## src/rtl/isa_pkg.sv

```systemverilog
// isa_pkg: opcode constants and fetch FSM state encoding shared by the
// instruction fetch unit and the control unit.
package isa_pkg;

    // Opcode words recognised by the fetch unit and the control unit.
    localparam logic [15:0] OP_LDAC  = 16'd5;
    localparam logic [15:0] OP_JUMP  = 16'd46;
    localparam logic [15:0] OP_JPNZ  = 16'd48;
    localparam logic [15:0] OP_ENDOP = 16'd51;
    localparam logic [15:0] OP_JPPZ  = 16'd62;

    // Fetch FSM states. The encoding is shared so the control unit can
    // decode the debug state without a private copy.
    typedef enum logic [2:0] {
        IDLE    = 3'd0,
        OP_REQ  = 3'd1,
        OP_RSP  = 3'd2,
        ARG_REQ = 3'd3,
        ARG_RSP = 3'd4,
        VALID   = 3'd5,
        HALT    = 3'd6
    } fetch_state_e;

    // True for opcodes that are followed by one operand word.
    function automatic logic opcode_has_operand(input logic [15:0] op);
        return (op == OP_LDAC) || (op == OP_JUMP) ||
               (op == OP_JPNZ) || (op == OP_JPPZ);
    endfunction

    // True for the opcode that stops fetching.
    function automatic logic opcode_is_end(input logic [15:0] op);
        return (op == OP_ENDOP);
    endfunction

endpackage

```

## src/rtl/instr_fetch_opcode_class.sv

```systemverilog
// opcode_class: purely combinational classification of an opcode word into
// "carries an operand word" and "ends the program".
module opcode_class
    import isa_pkg::*;
(
    input  logic [15:0] opcode,
    output logic        has_operand,
    output logic        is_end
);

    // Classify the word with the shared helper functions.
    always_comb begin
        has_operand = opcode_has_operand(opcode);
        is_end      = opcode_is_end(opcode);
    end

endmodule

```

## src/rtl/instr_fetch.sv

```systemverilog
// instr_fetch: per-lane instruction fetch unit. Reads an opcode word and,
// for operand-bearing opcodes, the following operand word from a memory
// with one cycle of read latency, then presents them to the consumer.
//
// Handshake: instr_valid is high only in VALID; opcode, operand,
// has_operand and pc stay constant while instr_valid is high and
// instr_ready is low; the instruction is consumed on the clock edge where
// instr_valid && instr_ready are both high.
//
// Optional feature: define FETCH_PERF_CNT_EN to add the fetch_count output,
// a saturating count of accepted instructions.
module instr_fetch
    import isa_pkg::*;
#(
    parameter logic [15:0] RESET_PC = 16'd0,
    parameter int          CORE_ID  = 0
) (
    input  logic         clk,
    input  logic         rst_n,
    input  logic         start,
    output logic [15:0]  im_addr,
    input  logic [15:0]  im_data,
    output logic         instr_valid,
    input  logic         instr_ready,
    output logic [15:0]  opcode,
    output logic [15:0]  operand,
    output logic         has_operand,
    input  logic         redirect,
    input  logic [15:0]  redirect_pc,
    output logic [15:0]  pc,
`ifdef FETCH_PERF_CNT_EN
    output logic [31:0]  fetch_count,
`endif
    output fetch_state_e state_dbg,
    output logic         halted
);

    fetch_state_e state_q, state_d;
    logic [15:0]  pc_q, pc_d;
    logic [15:0]  opcode_q;
    logic [15:0]  operand_q;
    logic         has_op_q;
    logic         is_end_q;
    logic         cap_op;
    logic         cap_arg;
    logic         accept;
    logic         rsp_has_op;
    logic         rsp_is_end;

    // Classify the word coming back from memory so OP_RSP can branch on it.
    opcode_class u_class (
        .opcode      (im_data),
        .has_operand (rsp_has_op),
        .is_end      (rsp_is_end)
    );

    // State register.
    always_ff @(posedge clk or negedge rst_n) begin
        if (!rst_n) begin
            state_q <= IDLE;
        end else begin
            state_q <= state_d;
        end
    end

    // Next state, next pc and capture strobes; redirect overrides the
    // normal flow in every active state.
    always_comb begin
        state_d = state_q;
        pc_d    = pc_q;
        cap_op  = 1'b0;
        cap_arg = 1'b0;
        accept  = 1'b0;
        unique case (state_q)
            IDLE: begin
                if (start) begin
                    state_d = OP_REQ;
                    pc_d    = RESET_PC;
                end
            end
            OP_REQ: begin
                state_d = OP_RSP;
            end
            OP_RSP: begin
                cap_op  = 1'b1;
                state_d = rsp_has_op ? ARG_REQ : VALID;
            end
            ARG_REQ: begin
                state_d = ARG_RSP;
            end
            ARG_RSP: begin
                cap_arg = 1'b1;
                state_d = VALID;
            end
            VALID: begin
                if (instr_ready) begin
                    accept = 1'b1;
                    if (is_end_q) begin
                        state_d = HALT;
                    end else begin
                        state_d = OP_REQ;
                        pc_d    = pc_q + (has_op_q ? 16'd2 : 16'd1);
                    end
                end
            end
            HALT: begin
                state_d = HALT;
            end
            default: begin
                state_d = IDLE;
            end
        endcase

        // A taken branch discards whatever is in flight; an instruction
        // accepted in the same cycle still counts as consumed.
        if (redirect && (state_q != IDLE) && (state_q != HALT)) begin
            state_d = OP_REQ;
            pc_d    = redirect_pc;
            cap_op  = 1'b0;
            cap_arg = 1'b0;
        end
    end

    // Program counter.
    always_ff @(posedge clk or negedge rst_n) begin
        if (!rst_n) begin
            pc_q <= RESET_PC;
        end else begin
            pc_q <= pc_d;
        end
    end

    // Opcode/operand holding registers; the operand is cleared with every
    // new opcode so plain instructions present an operand of zero.
    always_ff @(posedge clk or negedge rst_n) begin
        if (!rst_n) begin
            opcode_q  <= 16'd0;
            operand_q <= 16'd0;
            has_op_q  <= 1'b0;
            is_end_q  <= 1'b0;
        end else begin
            if (cap_op) begin
                opcode_q  <= im_data;
                operand_q <= 16'd0;
                has_op_q  <= rsp_has_op;
                is_end_q  <= rsp_is_end;
            end
            if (cap_arg) begin
                operand_q <= im_data;
            end
        end
    end

`ifdef FETCH_PERF_CNT_EN
    // Saturating count of accepted instructions.
    always_ff @(posedge clk or negedge rst_n) begin
        if (!rst_n) begin
            fetch_count <= 32'd0;
        end else if (accept && (fetch_count != 32'hFFFF_FFFF)) begin
            fetch_count <= fetch_count + 32'd1;
        end
    end
`else
    logic unused_accept;
    // Acceptance only feeds the optional counter.
    always_comb begin
        unused_accept = accept;
    end
`endif

    // Output drive; the operand word address wraps naturally at 16 bits.
    always_comb begin
        im_addr     = (state_q == ARG_REQ) ? (pc_q + 16'd1) : pc_q;
        instr_valid = (state_q == VALID);
        halted      = (state_q == HALT);
        opcode      = opcode_q;
        operand     = operand_q;
        has_operand = has_op_q;
        pc          = pc_q;
        state_dbg   = state_q;
    end

endmodule

```

## config.mk

```make
export PLATFORM = sky130hd
export DESIGN_NAME = instr_fetch
export DESIGN_NICKNAME = d
export VERILOG_FILES = /design/src/rtl/isa_pkg.sv /design/src/rtl/instr_fetch_opcode_class.sv /design/src/rtl/instr_fetch.sv
export SDC_FILE = /design/constraint.sdc
export NUM_CORES = 1
export LEC_CHECK = 0
export CAP_MARGIN = 15
export CORE_ASPECT_RATIO = 1.1
export CORE_MARGIN = 5
export CORE_UTILIZATION = 30
export DETAILED_ROUTE_END_ITERATION = 16
export SYNTH_ARGS = -nofsm -noshare
export SYNTH_HDL_FRONTEND = slang
export SYNTH_HIERARCHICAL = 1
export SYNTH_SLANG_ARGS = --single-unit
```

## constraint.sdc

```tcl
create_clock -name clk -period 2.8 [get_ports clk]
set_clock_uncertainty 0.15 [all_clocks]
set_input_delay 0.28 -clock clk [delete_from_list [all_inputs] [get_ports clk]]
set_output_delay 0.28 -clock clk [all_outputs]
set_load 0.005 [all_outputs]
```

# ---- Word level (Yosys, flattened, before mapping)
# Index checks and enable logic that the tools add are counted.
dict set report word_totals {
  latch_bits 0
  romBits 0
  reg_bits 53
  in_bits 37
  ramBits 0
  memories 0
}
dict set report classes {
  addsub 2
  n_bitwise 0
  eq_ne 15
  magnitude_cmp 0
  reduce_logical 11
  n_mul 0
  shift 0
  n_div 0
  n_mux 19
}
# operator count
set op_table {}
lappend op_table {{$mux 16} 7}
lappend op_table {{$eq 16x6->1 const B} 4}
lappend op_table {{$pmux 16 s2} 1}
lappend op_table {{$pmux 3 s7} 1}
lappend op_table {{$add 16x1->16 const B} 1}
lappend op_table {{$add 16x2->16} 1}
lappend op_table {{$eq 16x3->1 const B} 1}
lappend op_table {{$mux 3} 5}
lappend op_table {{$eq 3x3->1 const B} 3}
lappend op_table {{$eq 3x2->1 const B} 2}
lappend op_table {{$ne 3x3->1 const B} 2}
lappend op_table {{$reduce_bool 3->1} 2}
lappend op_table {{$mux 1} 4}
lappend op_table {{$reduce_and 4->1} 1}
lappend op_table {{$eq 3x1->1 const B} 1}
lappend op_table {{$logic_not 3->1} 1}
lappend op_table {{$logic_or 1x1->1} 3}
lappend op_table {{$ne 3x1->1 const B} 1}
lappend op_table {{$ne 3x2->1 const B} 1}
lappend op_table {{$logic_and 1x1->1} 2}
lappend op_table {{$mux 2} 1}
lappend op_table {{$reduce_and 2->1} 1}
lappend op_table {{$reduce_bool 2->1} 1}

# ---- Logic depth before layout (Yosys ltp)
# Gate-level depths: netlist of the first run.
dict set report logic_depth {
  ltp_word 7
  ltp_mapped 8
  depth_no_buf 8
}

# ---- Modules after synthesis
# Netlist of the first run, hierarchy kept.
# module area_per_inst_um2 instances cells_per_inst seq_area_each_um2
set by_module_without_submodules {}
lappend by_module_without_submodules {instr_fetch 2949.1 1 291 1326.3}
lappend by_module_without_submodules {opcode_class 102.6 1 14 0.0}

# ---- Worst setup path after synthesis of the first run
# Ideal clock, no wire load.
dict set report synth_path {
  path_type {register -> register}
  startpoint {register has_op_q, in the netlist has_operand}
  endpoint {register pc_q[12], in the netlist pc[12]}
  stages_incl_launch_ff 9
  setup_time_ns 0.124
  arrival_ns 1.756
  synth_period_minus_slack_ns 2.029
  path_slack_ns 0.771
  cell_sequence {dfrtp_1 inv_1 ha_1 fa_1 nand3_1 nor3_1 and3_1 a22oi_1 o21ai_1}
}
dict set report synth_between {
  elab_chain_len 6
}
# element line_no
set synth_rtl {}
lappend synth_rtl {{from (decl)} instr_fetch.sv:42} ;# logic has_op_q;
lappend synth_rtl {{from (signal assigned)} instr_fetch.sv:145} ;# has_op_q <= rsp_has_op;
lappend synth_rtl {{$mux 2} instr_fetch.sv:102} ;# pc_d = pc_q + (has_op_q ? 16'd2 : 16'd1);
lappend synth_rtl {{$add 16x2->16} instr_fetch.sv:102}
lappend synth_rtl {{$mux 16} instr_fetch.sv:98} ;# if (is_end_q) begin
lappend synth_rtl {{$mux 16} instr_fetch.sv:96} ;# if (instr_ready) begin
lappend synth_rtl {{$pmux 16 s2} instr_fetch.sv:74} ;# unique case (state_q)
lappend synth_rtl {{$mux 16} instr_fetch.sv:116} ;# if (redirect && (state_q != IDLE) && (state_q != HALT)) begin
lappend synth_rtl {{to (signal assigned)} instr_fetch.sv:129} ;# pc_q <= pc_d;
lappend synth_rtl {{to (decl)} instr_fetch.sv:39} ;# logic [15:0] pc_q, pc_d;
# Every way passes these cells. The select of a mux whose other input is x is not followed.
# A chain may end at the register's enable or synchronous reset.

# ---- Worst setup path after layout of the first run
dict set report layout_path {
  startpoint {register state_q[2], in the netlist state_dbg[2]}
  endpoint {output port im_addr[15]}
}
dict set report layout_between {
  elab_chain_len 2
}
# element line_no
set layout_rtl {}
lappend layout_rtl {{from (decl)} instr_fetch.sv:38} ;# fetch_state_e state_q, state_d;
lappend layout_rtl {{from (signal assigned)} instr_fetch.sv:62} ;# state_q <= state_d;
lappend layout_rtl {{$eq 3x2->1} instr_fetch.sv:173} ;# im_addr = (state_q == ARG_REQ) ? (pc_q + 16'd1) : pc_q;
lappend layout_rtl {{$mux 16} instr_fetch.sv:173}
lappend layout_rtl {{to (decl)} instr_fetch.sv:21} ;# output logic [15:0] im_addr,
# Every way passes these cells.

==> impl_metrics.json, run 1 <==
{
  "synth.largest_area_cell": "dfrtp_1",
  "wl_met2_um": 4180,
  "cp_top_family": "simple AND/OR/NAND/NOR gates",
  "max_stage_delay_ns": 0.53,
  "critPathBufInv": 1,
  "start_kind": "register",
  "clk_latency_ns": 0.30,
  "die_w_um": 106,
  "cts_made_buffers": 5,
  "slowest_stage": "clkdlybuf4s50_1",
  "yosysTopAreaCellShare_pct": 43.5,
  "synth_cells": 305,
  "die-area_mm2": 0.0123,
  "setup_viol_count_final": 0,
  "hold_depth": 1,
  "maxSlewHeadroom_pct": 27.8,
  "synth_area_per_cell_um2": 10.0,
  "ir_drop_mv": 0.378,
  "status": "finished, final reports clean",
  "synth_area_leaders": "dfrtp_1 43%, a22o_1 4.6%, o21ai_1 4.6%, nor2_1 4.2%, mux2_2 3.7%",
  "drive_gt1_share_pct": 13.9,
  "critPathMaxFanout": 5,
  "topRoutingLayerUsed": "met4",
  "start_util_pct": 30.9,
  "gp_congestion": 0.809,
  "netlist_area_mm2": 0.00305,
  "dp.cells": 524,
  "initialDrtViolationCount": 114,
  "ys_ff_latch": 53,
  "cts_tree": "yes",
  "finalMaxSlewViolations": 0,
  "critical_path_class": "register to output pin",
  "first_pass_iters": 4,
  "cts_max_path_buffers": 2,
  "drt-wirelength-per-cell_um": 17.1,
  "p_int_uw": 2510,
  "synth_edf_count": 0,
  "yosysWarnings": 6,
  "route.detailed.drc": 0,
  "synth_compound_area_share_pct": 19.1,
  "netSwitchingFraction_pct": 36.4,
  "multi_input_area_mm2": 0.00157,
  "io_buffers": 106,
  "power.density_mw_per_mm2": 907,
  "finalCritPeriodShare_pct": 95.4,
  "detailed_place_hpwl_um": 6870,
  "muxShareOfSynthArea_pct": 6.64,
  "cp.required_ns": 2.37,
  "p_switching_uw": 1440,
  "io-pin-count": 107,
  "instances_no_fill": 536,
  "synth_top_family_by_area": "compound AO/OA/AOI/OAI gates",
  "ys.flop_type": "dfrtp_1",
  "clkPwrFrac_pct": 11.2,
  "crit_chain": "and3b_2 -> nand3_2 -> nor3_4 -> nand3b_1 -> xnor2_1 -> clkdlybuf4s50_1",
  "synth_xor_area_share_pct": 4.31,
  "grt_setup_unrepaired": "false",
  "seqCellArea_mm2": 0.00133,
  "cts_sinks": 53,
  "seqPwrFrac_pct": 36.5,
  "nets": 456,
  "die_h_um": 116,
  "yosysSeqAreaShare_pct": 43.5,
  "cap_viol_max_count": 0,
  "crit_path_end_kind": "output pin",
  "design.core.area_mm2": 0.00989,
  "diodes": 0,
  "clkSlewWorstSetupHoldPaths_ns": 0.10,
  "grt_pass1_vias": 2958,
  "cp.arrival_ns": 2.24,
  "grt_max_degree": 54,
  "cts_root_buf": "clkbuf_8",
  "async_flop_share_pct": 100,
  "grt_util_all_layers_pct": 15.1,
  "grt_overflow": 0,
  "drtAntennaViolNets": 0,
  "met1_length_um": 4010,
  "tightest_slew_ns": 1.08,
  "rr_worst_depth": 7,
  "yosys.area_share.adder_pct": 1.89,
  "n_fill_cell": 977,
  "fin_tns_setup_ns": 0,
  "yosys.area_share.simple_pct": 18.8,
  "cts_max_level": 2,
  "hp-class": "register to register",
  "crit_cells": 6,
  "p_leak_uw": 0.00173,
  "hold_viol": 0,
  "antenna_found_initial": 0,
  "num_rows": 38,
  "num_vias": 2848,
  "synth_cell_types": 60,
  "combPwrFrac_pct": 52.4,
  "synth_nets": 346,
  "routed_via_density": 5.31,
  "grt_pass1_wl_um": 15100,
  "syn2layout_area_growth_pct": 42.6,
  "routed_wl_um": 9160,
  "fmax_mhz": 374,
  "wl_met3_um": 858,
  "layout_min_cycle_time_ns": 2.67
}
## state kept, by name, indices dropped and copies added (netlist names)
| name | flops |
|---|---|
| has_operand | 1 |
| operand | 16 |
| opcode | 16 |
| state_dbg | 3 |
| pc | 16 |
| is_end_q | 1 |
## per-stage QoR
| stage | cell area, um2 | util (%) | setup slack, ns | hold slack, ns | total power (uW) |
|---|---|---|---|---|---|
| floorplan | 3050 | - | 0.771 | -0.166 | 2350 |
| global placement | 4210 | 42.5 | 0.261 | 0.311 | 3480 |
| detailed placement | 4210 | 42.5 | 0.207 | 0.311 | 3510 |
| CTS | 4300 | 43.5 | 0.0241 | 0.350 | 3970 |
| global route | 4350 | 44.0 | 0.0244 | 0.373 | 4260 |
| finish | 4350 | 44.0 | 0.129 | 0.345 | 3950 |
## power by group through the flow
stage / Combinational, uW / Sequential, uW / Clock (uW)
6_report: 2070 / 1440 / 440
5_1_grt: 2270 / 1500 / 492
4_1_cts: 2050 / 1460 / 459
3_5_place_dp: 2050 / 1460 / 0
3_3_place_gp: 2030 / 1450 / 0
2_1_floorplan: 985 / 1370 / 0
## cell usage in the layout (no fill, tap or decap), drive strengths merged, types with 2 or more instances in the layout
master         count
and3               3
buf               18
clkbuf             6
xor2               5
nor2              35
o21ai             31
nor4               6
nand2b             2
nand4              5
dfrtp             53
ha                 3
mux2              18
a22oi              9
nand3              8
a211o              2
a31oi              4
nand2             15
a21oi             14
a22o              16
xnor2             10
inv                5
clkdlybuf4s50    105
nor2b              2
a32oi              4
nand3b             2
nor3              11
nor4b              2
clkinvlp           2
## layout make-up
cell class	count	area share (%)
Multi-Input combinational cell	226	36.0
Sequential cell	53	30.6
Timing Repair Buffer	124	27.4
Tap cell	120	3.45
Clock buffer	6	1.67
Inverter	5	0.431
Clock inverter	2	0.345
## layer usage
metal / global-route usage (%) / up-vias
li1: - / 1344
met1: 18.8 / 1379
met2: 25.1 / 117
met3: 5.96 / 8
met4: 2.94 / 0
met5: 0 / -
## repair_timing
action / in CTS / in global routing
setup endpoints to repair: 1 / 8
hold buffers: 1 / 0
endpoints found under the hold margin: 53 / 0
setup buffers: 0 / 3
resized for setup: 1 / 9
pin swaps: 0 / 1
## synthesized netlist by cell type (2+ instances only)
library cell  instances
a31oi_1               4
nand2_1              15
inv_1                 4
nor3_2                2
xor2_1                5
a211o_1               2
nor4_1                5
and3_1                3
dfrtp_1              53
xnor2_1              10
clkbuf_1              2
a22oi_1               9
nor4b_1               2
nor3_1                8
ha_1                  3
mux2_1                8
a22o_1               16
nand3_1               8
nor2_1               34
o21ai_0               3
a32oi_1               4
o21ai_1              28
mux2_2               10
a21oi_1              13
buf_2                 6
buf_6                 6
buf_4                 3
clkbuf_2              3
nand4_1               5
## worst register-to-register path, delay by kind of cell, from the launching register on
family                 cells  cell delay, ns
flip-flops                 1            0.45
AO/OA/AOI/OAI              4            1.10
AND/OR/NAND/NOR            1            0.17
buffers and inverters      2            0.46
## kinds of logic after synthesis
kind of cell | count (synthesis)
AOI/OAI and AO/OA | 88
xor gates and xnor gates | 15
adders and majority gates | 4
buffers and inverters | 26
DFF | 53
muxes | 18
and+or+nand+nor | 101
## path summary, 6_finish.rpt
check	slack, ns	end	from
worst max-delay path	0.13	im_addr[15]	state_dbg[2]
worst min-delay path	0.34	opcode[14]	opcode[14]
worst max register to register	0.39	pc[2]	state_dbg[2]
worst min register to register	0.34	opcode[14]	opcode[14]
max in group asynchronous	1.51	state_dbg[0]	rst_n
min in group asynchronous	0.49	pc[6]	rst_n
No activity file was read; power rests on OpenSTA's default activity.
==> inputs of run 2 (changes only) <==
--- a/config.mk
+++ b/config.mk
@@ -8,8 +8,9 @@
 export CAP_MARGIN = 15
 export CORE_ASPECT_RATIO = 1.1
 export CORE_MARGIN = 5
-export CORE_UTILIZATION = 30
+export CORE_UTILIZATION = 46
 export DETAILED_ROUTE_END_ITERATION = 16
+export PLACE_DENSITY = 0.81
 export SYNTH_ARGS = -nofsm -noshare
 export SYNTH_HDL_FRONTEND = slang
 export SYNTH_HIERARCHICAL = 1
==> impl_metrics.json, run 2 (same netlist as run 1, synthesis figures left out) <==
{
  "status": "finished, final reports clean",
  "rrSetupSlack_ns": 0.61,
  "setup_viol_count_final": 0,
  "io-pin-count": 107,
  "rr_startpoint": "pc[0]",
  "nets": 454,
  "cp.arrival_ns": 2.28,
  "design.core.area_mm2": 0.00652,
  "routed_via_density": 5.66,
  "grt_overflow": 0,
  "cts_max_path_buffers": 2,
  "drt-wirelength-per-cell_um": 16.6,
  "diodes": 0,
  "initialDrtViolationCount": 115,
  "grtUsageMet3_pct": 6.48,
  "detailed_place_hpwl_um": 6240,
  "die-area_mm2": 0.00836,
  "die_w_um": 87.7,
  "ir_drop_mv": 0.498,
  "crit_path_end_kind": "output pin",
  "r2r_end": "pc[12]",
  "grt_util_all_layers_pct": 20.0,
  "placed_cell_area_mm2": 0.00414,
  "rr_worst_depth": 8,
  "finalCritPeriodShare_pct": 96.9,
  "grt_pass1_wl_um": 13400,
  "critical_path_class": "register to output pin",
  "clkSlewWorstSetupHoldPaths_ns": 0.10,
  "num_rows": 31,
  "max_stage_delay_ns": 0.52,
  "hold_viol": 0,
  "grt_use_met2_pct": 33.9,
  "io_buffers": 106,
  "grt.met1_usage_pct": 24.2,
  "cts_root_buf": "clkbuf_8",
  "route.detailed.drc": 0,
  "cts_sinks": 53,
  "num_vias": 2809,
  "maxSlewHeadroom_pct": 56.3,
  "layout_commonest_cell": "clkdlybuf4s50_1",
  "first_pass_iters": 4,
  "antenna_found_initial": 0,
  "drtAntennaViolNets": 0,
  "mostFrequentLayoutCells": "105 x clkdlybuf4s50_1, 50 x dfrtp_1, 32 x nor2_1, 28 x o21ai_1, 16 x a22o_1",
  "final_util_pct": 65.7,
  "cts_made_buffers": 5,
  "cp.required_ns": 2.37,
  "instances_no_fill": 496,
  "cap_viol_max_count": 0,
  "fmax_mhz": 369,
  "start_kind": "register",
  "routed_wl_um": 8210,
  "dp.cells": 484,
  "grt_pass1_vias": 2795,
  "power.density_mw_per_mm2": 912,
  "hp-class": "input pin to asynchronous set/reset pin",
  "syn2layout_area_growth_pct": 40.3,
  "start_util_pct": 46.8,
  "cts_tree": "yes",
  "top_usage_layer": "met2",
  "fin_area_mm2": 0.00428,
  "cts_max_level": 2,
  "fin_tns_setup_ns": 0,
  "crit_chain": "ha_1 -> nand4b_1 -> or2_2 -> nor2_1 -> xor2_1 -> clkdlybuf4s50_1",
  "slowest_stage": "clkdlybuf4s50_1",
  "gp_congestion": 0.853,
  "p_leak_uw": 0.00172,
  "die_h_um": 95.4,
  "drive_gt1_share_pct": 12.8,
  "layout_min_cycle_time_ns": 2.71,
  "critPathMaxFanout": 5,
  "total_power_uw": 3900,
  "grt_max_degree": 33,
  "clk_latency_ns": 0.30,
  "tightest_slew_ns": 0.655,
  "finalMaxSlewViolations": 0
}
## run 2: worst max path at each step
stage,from,to,slack (ns),depth (start not counted)
global placement,pc[1],im_addr[8],0.43,6
detailed placement,pc[1],im_addr[8],0.31,6
finish,pc[0],im_addr[8],0.09,6
CTS,pc[0],im_addr[8],0.02,6
floorplan,has_operand,pc[12],0.77,8
global route,pc[0],im_addr[6],-0.008,6
## run 2: repair_timing
item / CTS / global route
hold buffers: 1 / 0
pin swaps: 0 / 1
buffers inserted: 0 / 3
setup endpoints to repair: 1 / 8
resized for setup: 1 / 4
endpoints found under the hold margin: 19 / 0
## run 2: metrics by stage
stage / worst slack (ns) / hold slack [ns]
after floorplan: 0.771 / -0.166
after global placement: 0.430 / 0.109
after detailed placement: 0.311 / 0.110
after CTS: 0.0168 / 0.330
after global routing: -0.00790 / 0.345
final: 0.0879 / 0.326
## run 2: routing by layer
layer | vias up | part of all wire [%]
met5 | - | 0
met4 | 0 | 1.8
met3 | 11 | 10
met2 | 124 | 48
met1 | 1336 | 40
li1 | 1338 | -
## run 2: final cells by class
class | instances | area (um2)
tap | 82 | 103
clock buffer | 6 | 82.6
inverter | 5 | 18.8
clock inverter | 2 | 13.8
multi-input combinational | 226 | 1550
fill | 527 | 2240
timing repair buffer | 122 | 1180
sequential | 53 | 1330
## run 2: power by group
part	internal [uW]	switching (uW)	total, uW
registers	1090	334	1420
logic	1230	802	2030
clock network	201	251	452
## run 2: worst max-delay path, delay by kind of cell (launching register included)
| family | cells | cell delay (ns) |
|---|---|---|
| buffers and inverters | 1 | 0.52 |
| adder cells (fa/ha/maj) | 1 | 0.16 |
| AND/OR/NAND/NOR | 3 | 0.71 |
| XOR/XNOR | 1 | 0.17 |
| flip-flops | 1 | 0.41 |
